**src/rtl/wb_uart_pkg.sv**
```systemverilog
// Shared definitions for wb_uart: register map / bit position macros, FSM state type
// and the divisor clamp helper.
`ifndef WB_UART_DEFINES
`define WB_UART_DEFINES
`define UART_REG_DATA      2'd0
`define UART_REG_STATUS    2'd1
`define UART_REG_CTRL      2'd2
`define UART_REG_DIV       2'd3
`define UART_ST_RX_NEMPTY  0
`define UART_ST_RX_FULL    1
`define UART_ST_TX_EMPTY   2
`define UART_ST_TX_FULL    3
`define UART_ST_TX_BUSY    4
`define UART_ST_RX_OVR     5
`define UART_ST_FRM_ERR    6
`define UART_ST_TX_OVF     7
`define UART_CTRL_RX_IE    0
`define UART_CTRL_TX_IE    1
`define UART_DIV_MIN       16'd4
`endif

package wb_uart_pkg;

    typedef enum logic [1:0] {
        ST_IDLE  = 2'd0,
        ST_START = 2'd1,
        ST_DATA  = 2'd2,
        ST_STOP  = 2'd3
    } uart_state_t;

    // Divisors below the minimum leave no room for a mid-bit sample point.
    function automatic logic [15:0] clamp_div(input logic [15:0] value);
        return (value < `UART_DIV_MIN) ? `UART_DIV_MIN : value;
    endfunction

endpackage

```
**src/rtl/uart_fifo.sv**
```systemverilog
// Synchronous FIFO with combinational head read. A push on a full FIFO only lands when a
// pop happens in the same cycle; a pop on an empty FIFO is ignored and reads as zero.
module uart_fifo
    import wb_uart_pkg::*;
#(
    parameter  int WIDTH = 8,
    parameter  int DEPTH = 8,
    localparam int AW    = $clog2(DEPTH)
) (
    input  logic             clk,
    input  logic             rst,
    input  logic             push,
    input  logic [WIDTH-1:0] wdata,
    input  logic             pop,
    output logic [WIDTH-1:0] rdata,
    output logic             full,
    output logic             empty,
    output logic [AW:0]      count
);

    localparam logic [AW:0] FULL_CNT = (AW + 1)'(DEPTH);

    logic [WIDTH-1:0] mem [DEPTH];
    logic [AW-1:0]    wr_ptr;
    logic [AW-1:0]    rd_ptr;
    logic [AW:0]      cnt;
    logic             do_push;
    logic             do_pop;

    assign full    = (cnt == FULL_CNT);
    assign empty   = (cnt == '0);
    assign count   = cnt;
    assign do_pop  = pop & ~empty;
    assign do_push = push & (~full | do_pop);
    assign rdata   = empty ? '0 : mem[rd_ptr];

    always_ff @(posedge clk) begin
        if (do_push) begin
            mem[wr_ptr] <= wdata;
        end
    end

    always_ff @(posedge clk) begin
        if (rst) begin
            wr_ptr <= '0;
            rd_ptr <= '0;
            cnt    <= '0;
        end else begin
            if (do_push) wr_ptr <= wr_ptr + 1'b1;
            if (do_pop)  rd_ptr <= rd_ptr + 1'b1;
            case ({do_push, do_pop})
                2'b10:   cnt <= cnt + 1'b1;
                2'b01:   cnt <= cnt - 1'b1;
                default: cnt <= cnt;
            endcase
        end
    end

endmodule

```
**src/rtl/wb_uart.sv**
```systemverilog
// Wishbone B3 classic slave UART: 8N1 transmit/receive through 8-entry FIFOs, runtime baud
// divisor latched per frame, sticky error flags and a level interrupt.
module wb_uart
    import wb_uart_pkg::*;
#(
    parameter int FIFO_DEPTH = 8,
    parameter int DIV_RESET  = 43
) (
    input  logic        wb_clk_i,
    input  logic        wb_rst_i,
    input  logic        wb_cyc_i,
    input  logic        wb_stb_i,
    input  logic        wb_we_i,
    input  logic [31:0] wb_adr_i,
    input  logic [31:0] wb_dat_i,
    input  logic [3:0]  wb_sel_i,
    output logic [31:0] wb_dat_o,
    output logic        wb_ack_o,
    input  logic        uart_rxd_i,
    output logic        uart_txd_o,
    output logic        uart_int_o
);

    localparam int CW = $clog2(FIFO_DEPTH) + 1;

    // Handshake: a request is cyc&stb while ack is low; ack answers one cycle later for
    // exactly one cycle, and all register side effects commit at the end of that ack cycle.
    logic        ack_q;
    logic [1:0]  reg_sel;
    logic        acc_wr;
    logic        acc_rd;
    logic [1:0]  ctrl_q;
    logic [15:0] div_q;
    logic [2:0]  sticky_q;
    logic [7:0]  status;
    logic [31:0] rd_data;

    logic          tx_push, tx_pop, tx_full, tx_empty;
    logic [7:0]    tx_rdata;
    logic [CW-1:0] tx_count;
    logic          rx_push, rx_pop, rx_full, rx_empty;
    logic [7:0]    rx_rdata;
    logic [CW-1:0] rx_count;
    logic          tx_ovf_set, rx_ovr_set, frm_set, status_clr;
    logic          unused_bits;

    assign reg_sel    = wb_adr_i[3:2];
    assign acc_wr     = ack_q & wb_we_i & wb_sel_i[0];
    assign acc_rd     = ack_q & ~wb_we_i;
    assign tx_push    = acc_wr & (reg_sel == `UART_REG_DATA);
    assign rx_pop     = acc_rd & (reg_sel == `UART_REG_DATA);
    assign status_clr = acc_rd & (reg_sel == `UART_REG_STATUS);
    assign tx_ovf_set = tx_push & tx_full & ~tx_pop;
    assign rx_ovr_set = rx_push & rx_full & ~rx_pop;
    assign wb_ack_o   = ack_q;
    assign wb_dat_o   = ack_q ? rd_data : 32'd0;
    assign unused_bits = ^{wb_adr_i[31:4], wb_adr_i[1:0], wb_dat_i[31:16], wb_sel_i[3:1],
                           tx_count, rx_count};

    always_ff @(posedge wb_clk_i) begin
        if (wb_rst_i) begin
            ack_q    <= 1'b0;
            ctrl_q   <= 2'b00;
            div_q    <= 16'(DIV_RESET);
            sticky_q <= 3'b000;
        end else begin
            ack_q <= wb_cyc_i & wb_stb_i & ~ack_q;
            if (acc_wr && reg_sel == `UART_REG_CTRL) ctrl_q <= wb_dat_i[1:0];
            if (acc_wr && reg_sel == `UART_REG_DIV)  div_q  <= clamp_div(wb_dat_i[15:0]);
            // An error arriving in the clearing cycle must survive the clear.
            sticky_q <= (status_clr ? 3'b000 : sticky_q) | {tx_ovf_set, frm_set, rx_ovr_set};
        end
    end

    uart_fifo #(.WIDTH(8), .DEPTH(FIFO_DEPTH)) u_tx_fifo (
        .clk(wb_clk_i), .rst(wb_rst_i), .push(tx_push), .wdata(wb_dat_i[7:0]), .pop(tx_pop),
        .rdata(tx_rdata), .full(tx_full), .empty(tx_empty), .count(tx_count)
    );

    // ---------------------------------------------------------------- TX state machine
    uart_state_t tx_state, tx_state_n;
    logic [15:0] tx_cnt, tx_cnt_n, tx_div, tx_div_n;
    logic [2:0]  tx_bit, tx_bit_n;
    logic [7:0]  tx_shift, tx_shift_n;
    logic        tx_end;

    assign tx_end = (tx_cnt == tx_div - 16'd1);

    always_ff @(posedge wb_clk_i) begin
        if (wb_rst_i) begin
            tx_state <= ST_IDLE;
            tx_cnt   <= 16'd0;
            tx_div   <= 16'(DIV_RESET);
            tx_bit   <= 3'd0;
            tx_shift <= 8'd0;
        end else begin
            tx_state <= tx_state_n;
            tx_cnt   <= tx_cnt_n;
            tx_div   <= tx_div_n;
            tx_bit   <= tx_bit_n;
            tx_shift <= tx_shift_n;
        end
    end

    always_comb begin
        tx_state_n = tx_state;
        tx_cnt_n   = tx_cnt + 16'd1;
        tx_div_n   = tx_div;
        tx_bit_n   = tx_bit;
        tx_shift_n = tx_shift;
        tx_pop     = 1'b0;
        case (tx_state)
            ST_IDLE: begin
                tx_cnt_n = 16'd0;
                if (!tx_empty) begin
                    tx_pop     = 1'b1;
                    tx_shift_n = tx_rdata;
                    tx_div_n   = div_q;
                    tx_state_n = ST_START;
                end
            end
            ST_START: begin
                if (tx_end) begin
                    tx_cnt_n   = 16'd0;
                    tx_bit_n   = 3'd0;
                    tx_state_n = ST_DATA;
                end
            end
            ST_DATA: begin
                if (tx_end) begin
                    tx_cnt_n   = 16'd0;
                    tx_shift_n = {1'b0, tx_shift[7:1]};
                    tx_bit_n   = tx_bit + 3'd1;
                    if (tx_bit == 3'd7) tx_state_n = ST_STOP;
                end
            end
            ST_STOP: begin
                if (tx_end) begin
                    tx_cnt_n   = 16'd0;
                    tx_state_n = ST_IDLE;
                    // Chain straight into the next frame so there is no idle gap.
                    if (!tx_empty) begin
                        tx_pop     = 1'b1;
                        tx_shift_n = tx_rdata;
                        tx_div_n   = div_q;
                        tx_state_n = ST_START;
                    end
                end
            end
            default: tx_state_n = ST_IDLE;
        endcase
    end

    assign uart_txd_o = (tx_state == ST_START) ? 1'b0 :
                        (tx_state == ST_DATA)  ? tx_shift[0] : 1'b1;

    // ---------------------------------------------------------------- RX path
    logic rx_s1, rx_s2, rx_prev;

    always_ff @(posedge wb_clk_i) begin
        if (wb_rst_i) begin
            rx_s1   <= 1'b1;
            rx_s2   <= 1'b1;
            rx_prev <= 1'b1;
        end else begin
            rx_s1   <= uart_rxd_i;
            rx_s2   <= rx_s1;
            rx_prev <= rx_s2;
        end
    end

    uart_state_t rx_state, rx_state_n;
    logic [15:0] rx_cnt, rx_cnt_n, rx_div, rx_div_n;
    logic [2:0]  rx_bit, rx_bit_n;
    logic [7:0]  rx_shift, rx_shift_n;
    logic        rx_bit_end, rx_half_end;

    assign rx_bit_end  = (rx_cnt == rx_div - 16'd1);
    assign rx_half_end = (rx_cnt == (rx_div >> 1) - 16'd1);

    always_ff @(posedge wb_clk_i) begin
        if (wb_rst_i) begin
            rx_state <= ST_IDLE;
            rx_cnt   <= 16'd0;
            rx_div   <= 16'(DIV_RESET);
            rx_bit   <= 3'd0;
            rx_shift <= 8'd0;
        end else begin
            rx_state <= rx_state_n;
            rx_cnt   <= rx_cnt_n;
            rx_div   <= rx_div_n;
            rx_bit   <= rx_bit_n;
            rx_shift <= rx_shift_n;
        end
    end

    always_comb begin
        rx_state_n = rx_state;
        rx_cnt_n   = rx_cnt + 16'd1;
        rx_div_n   = rx_div;
        rx_bit_n   = rx_bit;
        rx_shift_n = rx_shift;
        rx_push    = 1'b0;
        frm_set    = 1'b0;
        case (rx_state)
            ST_IDLE: begin
                rx_cnt_n = 16'd0;
                if (rx_prev && !rx_s2) begin
                    rx_div_n   = div_q;
                    rx_state_n = ST_START;
                end
            end
            ST_START: begin
                if (rx_half_end) begin
                    rx_cnt_n   = 16'd0;
                    rx_bit_n   = 3'd0;
                    rx_state_n = rx_s2 ? ST_IDLE : ST_DATA;
                end
            end
            ST_DATA: begin
                if (rx_bit_end) begin
                    rx_cnt_n   = 16'd0;
                    rx_shift_n = {rx_s2, rx_shift[7:1]};
                    rx_bit_n   = rx_bit + 3'd1;
                    if (rx_bit == 3'd7) rx_state_n = ST_STOP;
                end
            end
            ST_STOP: begin
                if (rx_bit_end) begin
                    rx_cnt_n   = 16'd0;
                    rx_push    = rx_s2;
                    frm_set    = ~rx_s2;
                    rx_state_n = ST_IDLE;
                end
            end
            default: rx_state_n = ST_IDLE;
        endcase
    end

    uart_fifo #(.WIDTH(8), .DEPTH(FIFO_DEPTH)) u_rx_fifo (
        .clk(wb_clk_i), .rst(wb_rst_i), .push(rx_push), .wdata(rx_shift), .pop(rx_pop),
        .rdata(rx_rdata), .full(rx_full), .empty(rx_empty), .count(rx_count)
    );

    // ---------------------------------------------------------------- read mux / interrupt
    always_comb begin
        status                     = 8'd0;
        status[`UART_ST_RX_NEMPTY] = ~rx_empty;
        status[`UART_ST_RX_FULL]   = rx_full;
        status[`UART_ST_TX_EMPTY]  = tx_empty;
        status[`UART_ST_TX_FULL]   = tx_full;
        status[`UART_ST_TX_BUSY]   = (tx_state != ST_IDLE);
        status[`UART_ST_RX_OVR]    = sticky_q[0];
        status[`UART_ST_FRM_ERR]   = sticky_q[1];
        status[`UART_ST_TX_OVF]    = sticky_q[2];
    end

    always_comb begin
        rd_data = 32'd0;
        case (reg_sel)
            `UART_REG_DATA:   rd_data = {24'd0, rx_rdata};
            `UART_REG_STATUS: rd_data = {24'd0, status};
            `UART_REG_CTRL:   rd_data = {30'd0, ctrl_q};
            `UART_REG_DIV:    rd_data = {16'd0, div_q};
            default:          rd_data = 32'd0;
        endcase
    end

    assign uart_int_o = (ctrl_q[`UART_CTRL_RX_IE] & ~rx_empty) |
                        (ctrl_q[`UART_CTRL_TX_IE] & tx_empty & (tx_state == ST_IDLE));

endmodule

```
**config.mk**
```make
export PLATFORM = sky130hd
export DESIGN_NAME = wb_uart
export DESIGN_NICKNAME = d
export VERILOG_FILES = /design/src/rtl/wb_uart_pkg.sv /design/src/rtl/uart_fifo.sv /design/src/rtl/wb_uart.sv
export SDC_FILE = /design/constraint.sdc
export NUM_CORES = 1
export LEC_CHECK = 0
export ABC_AREA = 1
export BUFFER_PORTS_ARGS = -buffer_cell sky130_fd_sc_hd__buf_2
export CAP_MARGIN = 20
export CORE_MARGIN = 4
export CORE_UTILIZATION = 38
export CTS_CLUSTER_SIZE = 28
export DETAILED_ROUTE_END_ITERATION = 8
export HOLD_SLACK_MARGIN = 0.03
export MAX_ROUTING_LAYER = met4
export PLACE_DENSITY = 0.58
export SLEW_MARGIN = 20
export SYNTH_ARGS = -nofsm -noshare
export SYNTH_HDL_FRONTEND = slang
export SYNTH_SLANG_ARGS = --single-unit
```
**constraint.sdc**
```tcl
create_clock -name wb_clk_i -period 4.2 [get_ports wb_clk_i]
set_input_delay 0 -clock wb_clk_i [delete_from_list [all_inputs] [get_ports wb_clk_i]]
set_output_delay 0 -clock wb_clk_i [all_outputs]
set_load 0.01 [all_outputs]
```
==> qor.json, run 1 <==
{
  "port-buffer-count": {"value": 43},
  "relSlewSlack": {"value": 29.0, "unit": "%"},
  "setup_viol": {"value": 0},
  "clk_pin_slew_worst_setup_hold_paths": {"value": 0.06, "unit": "ns"},
  "synthesis.area": {"value": 13300, "unit": "um^2"},
  "clock-skew-final": {"value": 0.0301, "unit": "ns"},
  "antenna_found_initial": {"value": 1},
  "gp_congestion": {"value": 0.889},
  "number_of_remaining_drc_errors": {"value": 0},
  "global_route.peak_usage_layer": {"value": "met2"},
  "tritoncts_clock_tree": {"value": "yes"},
  "cts_max_level": {"value": 1},
  "required_time_at_the_endpoint_of_the_critical_path": {"value": 4.65, "unit": "ns"},
  "status": {"value": "finished, final reports clean"},
  "rows": {"value": 68},
  "design.die.area": {"value": 37900, "unit": "um^2"},
  "final_cell_mix": {"value": "261 x sky130_fd_sc_hd__nor2_1, 219 x sky130_fd_sc_hd__nand2_1, 140 x sky130_fd_sc_hd__dfxtp_1"},
  "final_design_area_no_fill": {"value": 15100, "unit": "um^2"},
  "period_share": {"value": 81.6, "unit": "%"},
  "yosysSeqAreaShare": {"value": 50.3, "unit": "%"},
  "cts_max_path_buffers": {"value": 3},
  "routed_wire_length_per_instance": {"value": 14.9, "unit": "um"},
  "cts-buffers-inserted": {"value": 30},
  "post_synth_num_cell_types": {"value": 57},
  "drt_wl_total": {"value": 30900, "unit": "um"},
  "placed_instance_area": {"value": 13900, "unit": "um^2"},
  "endpoint_kind": {"value": "register"},
  "die_span_in_x": {"value": 195, "unit": "um"},
  "globalRouteTotalUtil": {"value": 16.5, "unit": "%"},
  "cap_viol_max_count": {"value": 0},
  "gr-usage-met2": {"value": 26.5, "unit": "%"},
  "grt_use_met1": {"value": 22.5, "unit": "%"},
  "worst_skew_pair.late_latency": {"value": 0.58, "unit": "ns"},
  "syn-mean-instance-area": {"value": 8.64, "unit": "um^2"},
  "grt_start_max_net_pins": {"value": 73},
  "max_clk_rate": {"value": 292, "unit": "MHz"},
  "groute.layer.met3.usage": {"value": 2.20, "unit": "%"},
  "crit_arrival": {"value": 3.88, "unit": "ns"},
  "commonest_non_fill_non_tap_cell_in_the_layout": {"value": "sky130_fd_sc_hd__nor2_1"},
  "source_of_the_worst_register_to_register_timing_path": {"value": "rx_div[0]"},
  "nature_of_the_critical_path_startpoint": {"value": "register"},
  "setup_repair_after_global_routing_missed_its_margin": {"value": "false"},
  "origin_of_the_worst_min_delay_path": {"value": "wb_rst_i"},
  "hpwl_after_detailed_placement": {"value": 21500, "unit": "um"},
  "timing.hold.worst.class": {"value": "in2reg"},
  "first_pass_grt_wire_length": {"value": 50800, "unit": "um"},
  "number_of_flops_mapped_to_enable_cells_by_yosys": {"value": 128},
  "routed_via_density": {"value": 4.99},
  "ys_seq_elements": {"value": 269},
  "dr.pass1.iters": {"value": 6},
  "ant_nets": {"value": 0},
  "hold_viol": {"value": 0},
  "route.vias.total": {"value": 10353},
  "floorplan.initialDensity": {"value": 38.5, "unit": "%"},
  "synth_warnings": {"value": 0},
  "flow.area_growth_from_synthesis": {"value": 14.0, "unit": "%"},
  "cts.sink_count": {"value": 269},
  "grt.overflow.total": {"value": 0},
  "ys_dominant_reg_cell": {"value": "sky130_fd_sc_hd__dfxtp_1"},
  "critical_path_peak_fanout": {"value": 8},
  "worst_setup_path_startpoint": {"value": "rx_div[0]"},
  "pin_count": {"value": 109},
  "die_h": {"value": 195, "unit": "um"},
  "number_of_nets_in_the_layout": {"value": 1692},
  "timing_max_transition_violations_final": {"value": 0},
  "cellLeakagePower": {"value": 5.75, "unit": "nW"},
  "postSynth.asyncResetShare": {"value": 0, "unit": "%"},
  "syn-instance-count": {"value": 1534},
  "path_class": {"value": "reg2reg"},
  "layout.filler_cells": {"value": 3324},
  "core_area": {"value": 34500, "unit": "um^2"},
  "vdd_ir_drop_max": {"value": 274, "unit": "uV"},
  "drive_above_1_share": {"value": 10.5, "unit": "%"},
  "drt_first_iter_violations": {"value": 794},
  "power-per-cell-area": {"value": 499, "unit": "nW/um^2"},
  "layout_min_cycle_time": {"value": 3.43, "unit": "ns"},
  "summed_negative_setup_slack_over_all_endpoints": {"value": 0, "unit": "ns"},
  "first_global_vias": {"value": 9877},
  "timing_worst_slew_pin_value": {"value": 1.06, "unit": "ns"},
  "clock-root-buffer": {"value": "sky130_fd_sc_hd__clkbuf_16"}
}
state kept, by name, indices dropped and copies added (netlist names), 4 cells and up, named ones only:
register and flops:
div_q 16, rx_cnt 16, rx_div 16, rx_shift 8
tx_cnt 16, tx_div 16, tx_shift 8, u_rx_fifo.count 4
u_rx_fifo.mem 64, u_tx_fifo.count 4, u_tx_fifo.mem 64
critical path, cell delays in order, from the launching register on:
cell	delay (ns)
sky130_fd_sc_hd__dfxtp_1	0.51
sky130_fd_sc_hd__inv_1	0.19
sky130_fd_sc_hd__ha_1	0.30
sky130_fd_sc_hd__inv_1	0.07
sky130_fd_sc_hd__nor2_1	0.04
sky130_fd_sc_hd__o21ai_0	0.16
sky130_fd_sc_hd__nand3_1	0.10
sky130_fd_sc_hd__a21oi_1	0.14
sky130_fd_sc_hd__nand3_1	0.08
sky130_fd_sc_hd__nor2_1	0.14
sky130_fd_sc_hd__nand3_2	0.13
sky130_fd_sc_hd__nor2_8	0.14
sky130_fd_sc_hd__nand3_4	0.11
sky130_fd_sc_hd__nand2_2	0.18
sky130_fd_sc_hd__inv_2	0.07
sky130_fd_sc_hd__ha_1	0.32
sky130_fd_sc_hd__nand2_1	0.07
sky130_fd_sc_hd__nand2_1	0.04
sky130_fd_sc_hd__a31oi_1	0.19
sky130_fd_sc_hd__inv_1	0.08
sky130_fd_sc_hd__nand3_2	0.08
sky130_fd_sc_hd__nand3_1	0.07
sky130_fd_sc_hd__nand2_1	0.06
sky130_fd_sc_hd__nor2_1	0.04
cell type report:
type | instances | area (um^2) | area share, %
Timing Repair Buffer | 90 | 628 | 4.16
Antenna cell | 1 | 2.50 | 0.0166
Sequential cell | 269 | 6670 | 44.1
Clock inverter | 13 | 121 | 0.803
Multi-Input combinational cell | 1060 | 5750 | 38.0
Clock buffer | 42 | 836 | 5.53
Inverter | 145 | 544 | 3.60
Tap cell | 455 | 569 | 3.77
routing by layer:
layer / up-vias / share of wire (%)
met5: - / 0
met4: 0 / 2.1
met3: 58 / 4.5
met2: 202 / 46
met1: 4815 / 47
li1: 5278 / -
path summary, 6_finish.rpt:
kind | slack, ns | to | depth (start not counted)
worst max-delay path | 0.77 | u_rx_fifo.count[3] | 23
worst min-delay path | 0.06 | register | 3
worst max register to register | 0.77 | u_rx_fifo.count[3] | 23
worst min register to register | 0.42 | rx_s2 | 1
logic make-up (layout without fill, tap and decap cells):
group / Yosys count / in the layout / synth area share [%]
simple gates: 654 / 654 / 21.6
compound gates: 270 / 270 / 12.3
flops: 269 / 269 / 50.3
buf+inv: 220 / 290 / 6.82
xor+xnor: 80 / 80 / 5.49
fa+ha+maj: 22 / 22 / 2.13
mux: 18 / 18 / 1.36
other cells: 1 / 17 / 0.0283
through the flow:
step,hold WS (ns),instances,power [W],utilization (%),worst slack (ns)
2_1_floorplan,0.0989,1549,0.00467,-,1.11
3_3_place_gp,0.187,1995,0.00504,40.4,0.801
3_5_place_dp,0.187,1995,0.00508,40.4,0.802
4_1_cts,0.0490,2074,0.00763,43.9,0.770
5_1_grt,0.0961,2075,0.00808,43.9,0.350
6_report,0.0556,2075,0.00754,43.9,0.773
where the power goes:
group          internal [W]  leakage (nW)  switching, W  total, W
clock               0.00145         0.465       0.00106   0.00251
sequential          0.00292          2.32      0.000228   0.00315
combinational      0.000674          2.97       0.00121   0.00188
cell usage after synthesis, types with 2 or more instances:
cell type	instances	share of area (%)
sky130_fd_sc_hd__nand3b_1	5	0.28
sky130_fd_sc_hd__o221ai_1	3	0.20
sky130_fd_sc_hd__nand3_1	69	2.6
sky130_fd_sc_hd__and2_1	2	0.094
sky130_fd_sc_hd__nand3_2	4	0.30
sky130_fd_sc_hd__a31oi_1	3	0.14
sky130_fd_sc_hd__inv_2	10	0.28
sky130_fd_sc_hd__a211oi_2	8	0.75
sky130_fd_sc_hd__clkbuf_1	42	1.2
sky130_fd_sc_hd__or2_2	8	0.38
sky130_fd_sc_hd__a211oi_1	14	0.79
sky130_fd_sc_hd__a21oi_1	74	2.8
sky130_fd_sc_hd__dfxtp_1	141	21
sky130_fd_sc_hd__nor2_8	2	0.30
sky130_fd_sc_hd__ha_1	21	2.0
sky130_fd_sc_hd__nor2_2	10	0.47
sky130_fd_sc_hd__nor2_1	261	7.4
sky130_fd_sc_hd__buf_2	8	0.30
sky130_fd_sc_hd__buf_4	18	1.0
sky130_fd_sc_hd__o32ai_1	15	0.99
sky130_fd_sc_hd__inv_1	132	3.7
sky130_fd_sc_hd__mux2i_1	18	1.4
sky130_fd_sc_hd__xnor3_1	2	0.34
sky130_fd_sc_hd__a221oi_1	8	0.53
sky130_fd_sc_hd__o21ai_0	108	4.1
sky130_fd_sc_hd__nand2_1	219	6.2
sky130_fd_sc_hd__o211ai_1	24	1.4
sky130_fd_sc_hd__nor4_1	7	0.33
sky130_fd_sc_hd__nor3_1	30	1.1
sky130_fd_sc_hd__nand4_1	15	0.71
sky130_fd_sc_hd__buf_1	6	0.17
sky130_fd_sc_hd__o21ai_1	5	0.19
sky130_fd_sc_hd__edfxtp_1	128	29
sky130_fd_sc_hd__or2_0	2	0.094
sky130_fd_sc_hd__nand2_2	7	0.33
sky130_fd_sc_hd__xnor2_1	29	1.9
sky130_fd_sc_hd__or2_4	2	0.13
sky130_fd_sc_hd__xor2_1	49	3.2
sky130_fd_sc_hd__nor3b_1	5	0.28
sky130_fd_sc_hd__clkinv_1	3	0.085
what timing repair did:
item,in CTS,in global routing
resized for setup,0,0
setup buffers,0,0
endpoints found under the hold margin,87,0
hold buffers,24,0
(Power assumes the default switching activity.)
==> run 2, diff against run 1 <==
Clock period 4.2 ns to 3.5 ns, I/O delays scaled along.
==> run 2 against run 1 <==
  * Total power up 25%
  * First-iteration DRC count down 30%
  * Final cell count up 0.43%
  * Global-route usage down 0.20 points
  * Combinational power up 21%
  * Sequential power up 20%
  * Critical path depth unchanged
  * Fmax up 9.6%
  * Clock power up 34%
  * Sequential share of layout area down 0.56 points
  * Critical endpoint unchanged
  * Largest power group unchanged
  * Highest routed layer unchanged
==> qor.json, run 2 (synthesized netlist as in run 1, its figures left out) <==
{
  "critical_path_peak_fanout": {"value": 6},
  "timing_max_transition_violations_final": {"value": 0},
  "cts.sink_count": {"value": 269},
  "port-buffer-count": {"value": 43},
  "gp_congestion": {"value": 0.886},
  "clock-root-buffer": {"value": "sky130_fd_sc_hd__clkbuf_16"},
  "relSlewSlack": {"value": 33.6, "unit": "%"},
  "number_of_remaining_drc_errors": {"value": 0},
  "layout_min_cycle_time": {"value": 3.13, "unit": "ns"},
  "period_share": {"value": 89.4, "unit": "%"},
  "source_of_the_worst_register_to_register_timing_path": {"value": "rx_div[1]"},
  "design.die.area": {"value": 37900, "unit": "um^2"},
  "rr_endpoint": {"value": "u_rx_fifo.count[3]"},
  "drt_first_iter_violations": {"value": 552},
  "vdd_ir_drop_max": {"value": 357, "unit": "uV"},
  "flow.area_growth_from_synthesis": {"value": 15.5, "unit": "%"},
  "hold_slack": {"value": 0.173, "unit": "ns"},
  "clk_pin_slew_worst_setup_hold_paths": {"value": 0.06, "unit": "ns"},
  "routed_via_density": {"value": 4.94},
  "globalRouteTotalUtil": {"value": 16.3, "unit": "%"},
  "rows": {"value": 68},
  "drive_above_1_share": {"value": 11.4, "unit": "%"},
  "r2r_slack": {"value": 0.37, "unit": "ns"},
  "setup_viol": {"value": 0},
  "max_clk_rate": {"value": 320, "unit": "MHz"},
  "timing_worst_slew_pin_value": {"value": 0.997, "unit": "ns"},
  "footprint_of_the_multi_input_gates": {"value": 5750, "unit": "um^2"},
  "crit_arrival": {"value": 3.60, "unit": "ns"},
  "first_pass_grt_wire_length": {"value": 50300, "unit": "um"},
  "layout.filler_cells": {"value": 3282},
  "cap_viol_max_count": {"value": 0},
  "dr.pass1.iters": {"value": 5},
  "finalWorstSetupSlack": {"value": 0.371, "unit": "ns"},
  "hpwl_after_detailed_placement": {"value": 21600, "unit": "um"},
  "cts-buffers-inserted": {"value": 30},
  "worst_skew_pair.late_latency": {"value": 0.58, "unit": "ns"},
  "origin_of_the_worst_min_delay_path": {"value": "uart_rxd_i"},
  "first_global_vias": {"value": 9802},
  "final_core_utilization": {"value": 44.4, "unit": "%"},
  "die_h": {"value": 195, "unit": "um"},
  "endpoint_kind": {"value": "register"},
  "final-seq-area": {"value": 6670, "unit": "um^2"},
  "summed_negative_setup_slack_over_all_endpoints": {"value": 0, "unit": "ns"},
  "floorplan.initialDensity": {"value": 38.5, "unit": "%"},
  "nature_of_the_critical_path_startpoint": {"value": "register"},
  "setup_repair_after_global_routing_missed_its_margin": {"value": "false"},
  "timing.hold.worst.class": {"value": "in2reg"},
  "cts_setup_buffers": {"value": 0},
  "commonest_non_fill_non_tap_cell_in_the_layout": {"value": "sky130_fd_sc_hd__nor2_1"},
  "cellLeakagePower": {"value": 5.87, "unit": "nW"},
  "drt_wl_total": {"value": 30700, "unit": "um"},
  "largest_registers_ranked_by_flip_flop_count": {"value": "u_rx_fifo.mem (64), u_tx_fifo.mem (64)"},
  "core_area": {"value": 34500, "unit": "um^2"},
  "die_span_in_x": {"value": 195, "unit": "um"},
  "pin_count": {"value": 109},
  "final_cell_mix": {"value": "261 x sky130_fd_sc_hd__nor2_1, 219 x sky130_fd_sc_hd__nand2_1, 139 x sky130_fd_sc_hd__dfxtp_1"},
  "min_delay_worst_endpoint": {"value": "rx_s1"},
  "clock-skew-final": {"value": 0.0341, "unit": "ns"},
  "antenna_found_initial": {"value": 1},
  "cts_max_level": {"value": 1},
  "grt.overflow.total": {"value": 0},
  "path_class": {"value": "reg2reg"},
  "status": {"value": "finished, final reports clean"},
  "holdPathStages": {"value": 3},
  "p_total": {"value": 0.00940, "unit": "W"},
  "route.vias.total": {"value": 10290},
  "tritoncts_clock_tree": {"value": "yes"},
  "hold_viol": {"value": 0},
  "power-per-cell-area": {"value": 614, "unit": "nW/um^2"},
  "grt_start_max_net_pins": {"value": 70},
  "required_time_at_the_endpoint_of_the_critical_path": {"value": 3.97, "unit": "ns"},
  "number_of_nets_in_the_layout": {"value": 1701},
  "cts_max_path_buffers": {"value": 3},
  "reg2reg_depth": {"value": 23},
  "post-place-ws": {"value": 0.291, "unit": "ns"},
  "routed_wire_length_per_instance": {"value": 14.7, "unit": "um"},
  "ant_nets": {"value": 0}
}
==> run 2: changes by cell type in the layout (fill, tap and decap cells not counted), sizes merged, moves of 2 or more <==
cell      change
clkinv        +3
clkinvlp      -2
buf           +8
bufinv        +4
clkbuf        -4
==> run 2: what timing repair did <==
| item | in CTS | in global routing |
|---|---|---|
| resized for setup | 0 | 1 |
| endpoints found under the setup margin | 0 | 1 |
| hold buffers | 25 | 0 |
| endpoints found under the hold margin | 93 | 0 |
==> run 2: per-stage QoR <==
stage	std cells	instance area [um^2]
after floorplan	1549	13300
after global placement	2003	14000
after detailed placement	2003	14000
after CTS	2083	15300
after global routing	2084	15300
final	2084	15300
==> run 2: critical path: stages (launching register included) <==
cell	delay, ns
sky130_fd_sc_hd__dfxtp_1	0.30
sky130_fd_sc_hd__inv_1	0.16
sky130_fd_sc_hd__ha_1	0.28
sky130_fd_sc_hd__nand2_1	0.14
sky130_fd_sc_hd__nor2_2	0.22
sky130_fd_sc_hd__nand2_1	0.09
sky130_fd_sc_hd__xor2_1	0.17
sky130_fd_sc_hd__nand2_1	0.09
sky130_fd_sc_hd__o21ai_1	0.08
sky130_fd_sc_hd__inv_2	0.06
sky130_fd_sc_hd__nand3_2	0.12
sky130_fd_sc_hd__nor2_8	0.15
sky130_fd_sc_hd__nand3_4	0.11
sky130_fd_sc_hd__nand2_2	0.10
sky130_fd_sc_hd__inv_2	0.05
sky130_fd_sc_hd__ha_1	0.32
sky130_fd_sc_hd__nand2_1	0.07
sky130_fd_sc_hd__nand2_1	0.04
sky130_fd_sc_hd__a31oi_1	0.17
sky130_fd_sc_hd__inv_1	0.08
sky130_fd_sc_hd__nand3_2	0.08
sky130_fd_sc_hd__nand3_1	0.07
sky130_fd_sc_hd__nand2_1	0.06
sky130_fd_sc_hd__nor2_1	0.04
==> run 2: final cells by class <==
| cell class | instances | share of cell area (%) |
|---|---|---|
| antenna | 1 | 0.0163 |
| sequential | 269 | 43.6 |
| timing repair buffer | 99 | 4.56 |
| tap | 455 | 3.72 |
| clock inverter | 17 | 1.58 |
| inverter | 145 | 3.55 |
| clock buffer | 38 | 5.49 |
| multi-input combinational | 1060 | 37.5 |
==> run 2: how the worst max path moves through the flow <==
| stage | start | to | slack, ns |
|---|---|---|---|
| 3_5_place_dp | rx_div[0] | u_rx_fifo.count[3] | 0.29 |
| 3_3_place_gp | rx_div[0] | u_rx_fifo.count[3] | 0.31 |
| 2_1_floorplan | rx_div[0] | u_rx_fifo.mem[2][0] | 0.41 |
| 5_1_grt | rx_div[1] | u_rx_fifo.count[3] | 0.03 |
| 4_1_cts | rx_div[0] | u_rx_fifo.count[3] | 0.30 |
| 6_report | rx_div[1] | u_rx_fifo.count[3] | 0.37 |
==> run 2: where the power goes <==
group | total (W) | switching (W) | leakage [nW] | internal [W]
logic | 0.00227 | 0.00145 | 3.01 | 0.000819
clock network | 0.00336 | 0.00129 | 0.538 | 0.00207
registers | 0.00377 | 0.000262 | 2.32 | 0.00351
==> run 2: metal layers <==
| metal | GRT usage, % | vias up | wire length (um) |
|---|---|---|---|
| met2 | 26.7 | 188 | 14200 |
| met5 | - | - | 0 |
| met3 | 2.17 | 40 | 1340 |
| li1 | - | 5276 | - |
| met1 | 21.9 | 4786 | 14600 |
| met4 | 3.31 | 0 | 515 |
